--- src/rtl/vga_rx_monitor.sv ---
// VGA receive-side monitor: recovers raster position from hsync/vsync, checks frame timing,
// tracks lock, re-emits active pixels with coordinates and captures one probe pixel per frame.
module vga_rx_monitor #(
  parameter int H_TOTAL = 800,
  parameter int V_TOTAL = 521,
  parameter int H_PULSE = 96,
  parameter int V_PULSE = 2,
  parameter int H_BP    = 144,
  parameter int H_FP    = 784,
  parameter int V_BP    = 31,
  parameter int V_FP    = 511
) (
  input  logic        dclk,
  input  logic        clr_n,
  input  logic        hsync,
  input  logic        vsync,
  input  logic [3:0]  red,
  input  logic [3:0]  green,
  input  logic [3:0]  blue,
  input  logic [9:0]  probe_x,
  input  logic [9:0]  probe_y,
  output logic        locked,
  output logic        frame_start,
  output logic        pix_valid,
  output logic [9:0]  pix_x,
  output logic [9:0]  pix_y,
  output logic [11:0] pix_rgb,
  output logic [11:0] probe_rgb,
  output logic        probe_hit,
  output logic [7:0]  err_cnt
);

  localparam logic [9:0] H_LAST  = 10'(H_TOTAL - 1);
  localparam logic [9:0] H_PLAST = 10'(H_PULSE - 1);
  localparam logic [9:0] V_LAST  = 10'(V_TOTAL - 1);
  localparam logic [9:0] V_PLAST = 10'(V_PULSE - 1);
  localparam logic [9:0] H_BP_W  = 10'(H_BP);
  localparam logic [9:0] H_FP_W  = 10'(H_FP);
  localparam logic [9:0] V_BP_W  = 10'(V_BP);
  localparam logic [9:0] V_FP_W  = 10'(V_FP);
  localparam logic [9:0] CNT_MAX = 10'h3FF;

  typedef enum logic [1:0] {
    UNLOCKED = 2'd0,
    ACQUIRE  = 2'd1,
    LOCKED   = 2'd2
  } state_t;

  state_t      state_r;
  logic        hs_r, vs_r, acq_err_r, hit_done_r;
  logic [11:0] rgb_r;
  logic [9:0]  hcnt_r, vcnt_r;
  logic        ls_s, fs_s, hs_rise_s, vs_rise_s, vs_fall_s, bad_s, err_s, act_s, match_s;
  logic [9:0]  col_s, row_s;

  // Sync edge detection, timing checks and active-area decode on the registered sample.
  always_comb begin
    ls_s      = hs_r & ~hsync;
    fs_s      = ls_s & vs_r & ~vsync;
    hs_rise_s = ~hs_r & hsync;
    vs_rise_s = ~vs_r & vsync;
    vs_fall_s = vs_r & ~vsync;
    bad_s     = (ls_s && (hcnt_r != H_LAST)) ||
                (hs_rise_s && (hcnt_r != H_PLAST)) ||
                (fs_s && (vcnt_r != V_LAST)) ||
                (vs_rise_s && !(ls_s && (vcnt_r == V_PLAST))) ||
                (vs_fall_s && !ls_s);
    err_s     = bad_s && (state_r != UNLOCKED);
    col_s     = hcnt_r - H_BP_W;
    row_s     = vcnt_r - V_BP_W;
    act_s     = (state_r == LOCKED) &&
                (hcnt_r >= H_BP_W) && (hcnt_r < H_FP_W) &&
                (vcnt_r >= V_BP_W) && (vcnt_r < V_FP_W);
    match_s   = act_s && !hit_done_r && (col_s == probe_x) && (row_s == probe_y);
  end

  // Input stage plus position counters; counters saturate so a dead sync cannot wrap.
  always_ff @(posedge dclk) begin
    if (!clr_n) begin
      hs_r   <= 1'b1;
      vs_r   <= 1'b1;
      rgb_r  <= 12'h000;
      hcnt_r <= 10'd0;
      vcnt_r <= 10'd0;
    end else begin
      hs_r  <= hsync;
      vs_r  <= vsync;
      rgb_r <= {red, green, blue};
      if (ls_s) begin
        hcnt_r <= 10'd0;
      end else if (hcnt_r != CNT_MAX) begin
        hcnt_r <= hcnt_r + 10'd1;
      end else begin
        hcnt_r <= hcnt_r;
      end
      if (fs_s) begin
        vcnt_r <= 10'd0;
      end else if (ls_s && (vcnt_r != CNT_MAX)) begin
        vcnt_r <= vcnt_r + 10'd1;
      end else begin
        vcnt_r <= vcnt_r;
      end
    end
  end

  // Lock FSM; an error on the closing FS of an acquire frame also forces another acquire frame.
  always_ff @(posedge dclk) begin
    if (!clr_n) begin
      state_r   <= UNLOCKED;
      acq_err_r <= 1'b0;
      locked    <= 1'b0;
    end else begin
      case (state_r)
        UNLOCKED: begin
          locked <= 1'b0;
          if (fs_s) begin
            state_r   <= ACQUIRE;
            acq_err_r <= 1'b0;
          end
        end
        ACQUIRE: begin
          if (fs_s) begin
            acq_err_r <= 1'b0;
            if (!acq_err_r && !err_s) begin
              state_r <= LOCKED;
              locked  <= 1'b1;
            end else begin
              locked <= 1'b0;
            end
          end else begin
            acq_err_r <= acq_err_r | err_s;
            locked    <= 1'b0;
          end
        end
        LOCKED: begin
          if (err_s) begin
            state_r <= UNLOCKED;
            locked  <= 1'b0;
          end else begin
            locked <= 1'b1;
          end
        end
        default: begin
          state_r   <= UNLOCKED;
          acq_err_r <= 1'b0;
          locked    <= 1'b0;
        end
      endcase
    end
  end

  // Error counter and frame-start pulse.
  always_ff @(posedge dclk) begin
    if (!clr_n) begin
      err_cnt     <= 8'd0;
      frame_start <= 1'b0;
    end else begin
      frame_start <= fs_s;
      if (err_s && (err_cnt != 8'hFF)) begin
        err_cnt <= err_cnt + 8'd1;
      end else begin
        err_cnt <= err_cnt;
      end
    end
  end

  // Pixel stream and probe capture; pixel fields hold while pix_valid is low.
  always_ff @(posedge dclk) begin
    if (!clr_n) begin
      pix_valid  <= 1'b0;
      pix_x      <= 10'd0;
      pix_y      <= 10'd0;
      pix_rgb    <= 12'h000;
      probe_rgb  <= 12'h000;
      probe_hit  <= 1'b0;
      hit_done_r <= 1'b0;
    end else begin
      pix_valid <= act_s;
      probe_hit <= match_s;
      if (act_s) begin
        pix_x   <= col_s;
        pix_y   <= row_s;
        pix_rgb <= rgb_r;
      end
      if (match_s) begin
        probe_rgb <= rgb_r;
      end
      if (fs_s) begin
        hit_done_r <= 1'b0;
      end else if (match_s) begin
        hit_done_r <= 1'b1;
      end else begin
        hit_done_r <= hit_done_r;
      end
    end
  end

endmodule
--- config.mk ---
export PLATFORM = sky130hd
export DESIGN_NAME = vga_rx_monitor
export DESIGN_NICKNAME = d
export VERILOG_FILES = /design/src/rtl/vga_rx_monitor.sv
export SDC_FILE = /design/constraint.sdc
export NUM_CORES = 1
export LEC_CHECK = 0
export CORE_MARGIN = 2
export CORE_UTILIZATION = 38
export DETAILED_ROUTE_END_ITERATION = 10
export GPL_TIMING_DRIVEN = 0
export PLACE_DENSITY = 0.7
export SYNTH_ARGS = -nofsm -noshare
export SYNTH_HDL_FRONTEND = slang
export SYNTH_SLANG_ARGS = --single-unit
--- constraint.sdc ---
create_clock -name dclk -period 5.2 [get_ports dclk]
set_input_delay 1.04 -clock dclk [delete_from_list [all_inputs] [get_ports dclk]]
set_output_delay 1.04 -clock dclk [all_outputs]
set_load 0.05 [all_outputs]
==> impl_metrics.yaml <==
clock_network:
  cts-resized-gates: 0
  cts_max_level: 3
  cts_sinks: 94
  post_cts_buffers: 0
  clk_latency_ps: 350
  cts_buffers: 9
  cts.path.max_buffers: 2
  ctsHoldBuffers: 0
  cts_tree: "built"
  clk_pin_slew_ps: 70
  clockRootBuffer: "clkbuf_16"
setup_path:
  critPathCaptureType: "flip-flop"
  startpoint_type: "primary input"
  critical_path_class: "primary input to flip-flop"
  cp.required_ps: 5480
  arrival_ps: 3680
  path_max_fanout: 10
logic_synthesis:
  netlist_area_um2: 4700
  synth-async-reset-ratio_pct: 0
  synth_top_flop_cell: "dfxtp_1"
  synth_edf_count: 0
  yosysWarnings: 0
  ys_types: 63
  avgSynthCellArea_um2: 8.46
  synthCells: 556
  syn-num-nets: 605
  ys_seq_area_share_pct: 40.0
  synth-seq-cells: 94
sta:
  worst_pin_slew_ps: 779
  rsz0062_at_grt: "false"
  hold_violations: 0
  max-slew-margin-rel_pct: 47.6
  setup_tns_ps: 0
  period_needed_ps: 3400
  drv_slew: 0
  max_freq_mhz: 294
  setup_ws_ps: 1800
  setup_viol: 0
  finalClockSkew_ps: 9.83
  fin_crit_sh_pct: 65.4
placed_design:
  dp_hpwl_um: 10000
  place_ws_ps: 1420
  placed_cells: 815
  io_buffers: 91
  gp_congestion: 0.901
finish:
  finalNonFillerCells: 831
  n_fill_cell: 1168
  mostFrequentLayoutCells: "94 x nand2_1, 94 x dfxtp_1, 91 x clkdlybuf4s50_1, 53 x nor2_1, 33 x a21oi_1"
  nets: 707
  area_delta_synth_final_pct: 29.9
  regArea_um2: 1880
  multiInputGateArea_um2: 2570
  post-route-util_pct: 50.6
  drive_gt1_share_pct: 6.49
  diodes: 0
outcome:
  status: "finished clean"
global_route:
  grt_pass1_vias: 4014
  grt_pass1_wl_um: 20700
  grt_util_all_layers_pct: 20.3
  antenna_found_initial: 0
  grt_max_degree: 18
  grt-ovfl-total: 0
pwr:
  power_density_nw_per_um2: 265
  ir_drop_mv: 0.203
  leakage_nw: 2.21
  p_total_mw: 1.62
floorplan:
  initial_core_util_pct: 39.0
  fp.dieW_um: 115
  rows: 40
  ioPinCount: 92
  dieHeight_um: 115
  die-area_um2: 13300
  core_um2: 12100
route:
  wl_per_cell_um: 15.9
  route.vias.total: 4168
  drc: 0
  drtPass1Iterations: 5
  routed_wirelength_um: 13200
  first_iter_violations: 223
  ant_nets: 0
  vias_per_cell: 5.02
job:
  max_cap_viol_count: 0
hold_path:
  min_path_type: "flip-flop to flip-flop"
## synthesized netlist by cell type (5+ instances only)
master | n | area (µm²)
a211oi_1 | 10 | 75.1
a21oi_1 | 33 | 165
a31oi_1 | 5 | 31.3
and2_1 | 14 | 87.6
and3_1 | 7 | 43.8
buf_2 | 8 | 40.0
clkbuf_1 | 20 | 75.1
dfxtp_1 | 94 | 1880
ha_1 | 13 | 163
inv_1 | 17 | 63.8
mux2i_1 | 18 | 180
nand2_1 | 94 | 353
nand2b_1 | 10 | 62.6
nand3_1 | 17 | 85.1
nand4_1 | 10 | 62.6
nor2_1 | 53 | 199
nor2b_1 | 6 | 37.5
nor3_1 | 11 | 55.1
o21ai_0 | 7 | 35.0
xnor2_1 | 23 | 201
xor2_1 | 19 | 166
## critical path: stages
cell and delay, ps:
clkdlybuf4s50_1 480, and2b_4 210, a2111oi_2 350, nand4b_1 150, or4b_4 550, nor4_4 470
buf_6 250, mux2i_1 190
## through the flow
stage | area, µm² | hold slack (ps)
final | 6110 | 457
after global routing | 6110 | 477
after CTS | 6110 | 460
after detailed placement | 5820 | 449
after global placement | 5820 | 443
after floorplan | 4700 | 432
## flip-flops by register name, summed over array words and instances, names as in the netlist
signal / flops
err_cnt: 8
vcnt_r: 10
pix_y: 10
acq_err_r: 1
hcnt_r: 10
rgb_r: 12
frame_start: 1
state_r: 2
pix_rgb: 12
pix_valid: 1
hs_r: 1
probe_hit: 1
hit_done_r: 1
probe_rgb: 12
locked: 1
pix_x: 10
vs_r: 1
## cell type report
class	instances	area share (%)
multi-input cells	409	42.1
inverters	18	1.11
clock buffers	10	3.75
clock inverters	6	0.881
repair buffers	91	14.9
flip-flops and latches	94	30.8
plain buffers	35	2.97
well taps	168	3.44
## metal layers
layer	GRT usage [%]	vias up	wire, µm
li1	-	2092	-
met5	0	-	0
met2	33.5	99	6300
met4	7.55	0	210
met3	3.00	14	593
met1	27.0	1963	6140
## final timing paths
check,start,endpoint,slack (ps),cells after the start
worst max register to register,vcnt_r[0]$_SDFFE_PP0P_,probe_rgb[5]$_SDFFE_PN0P_,2210,9
worst min-delay path,rgb_r[0]$_SDFF_PN0_,pix_rgb[0]$_SDFFE_PN0N_,460,2
worst max-delay path,probe_y[6],probe_rgb[5]$_SDFFE_PN0P_,1800,8
worst min register to register,rgb_r[0]$_SDFF_PN0_,pix_rgb[0]$_SDFFE_PN0N_,460,2
## cell families (layout without fill, tap and decap cells)
logic type	Yosys count	after routing	share of synthesized area, %
muxes	18	18	3.83
adders and majority gates	13	13	3.46
xor gates and xnor gates	46	46	9.63
buffers and inverters	53	160	5.30
and+or+nand+nor	249	249	25.9
AOI/OAI and AO/OA	83	83	11.8
DFF	94	94	40.0
## where the power goes
group | total, mW | internal (mW) | switching [mW]
logic | 0.223 | 0.0962 | 0.127
registers | 0.755 | 0.738 | 0.0177
clock network | 0.638 | 0.332 | 0.306
total | 1.62 | 1.17 | 0.450
Note: power is estimated with default switching activity, not from simulation.
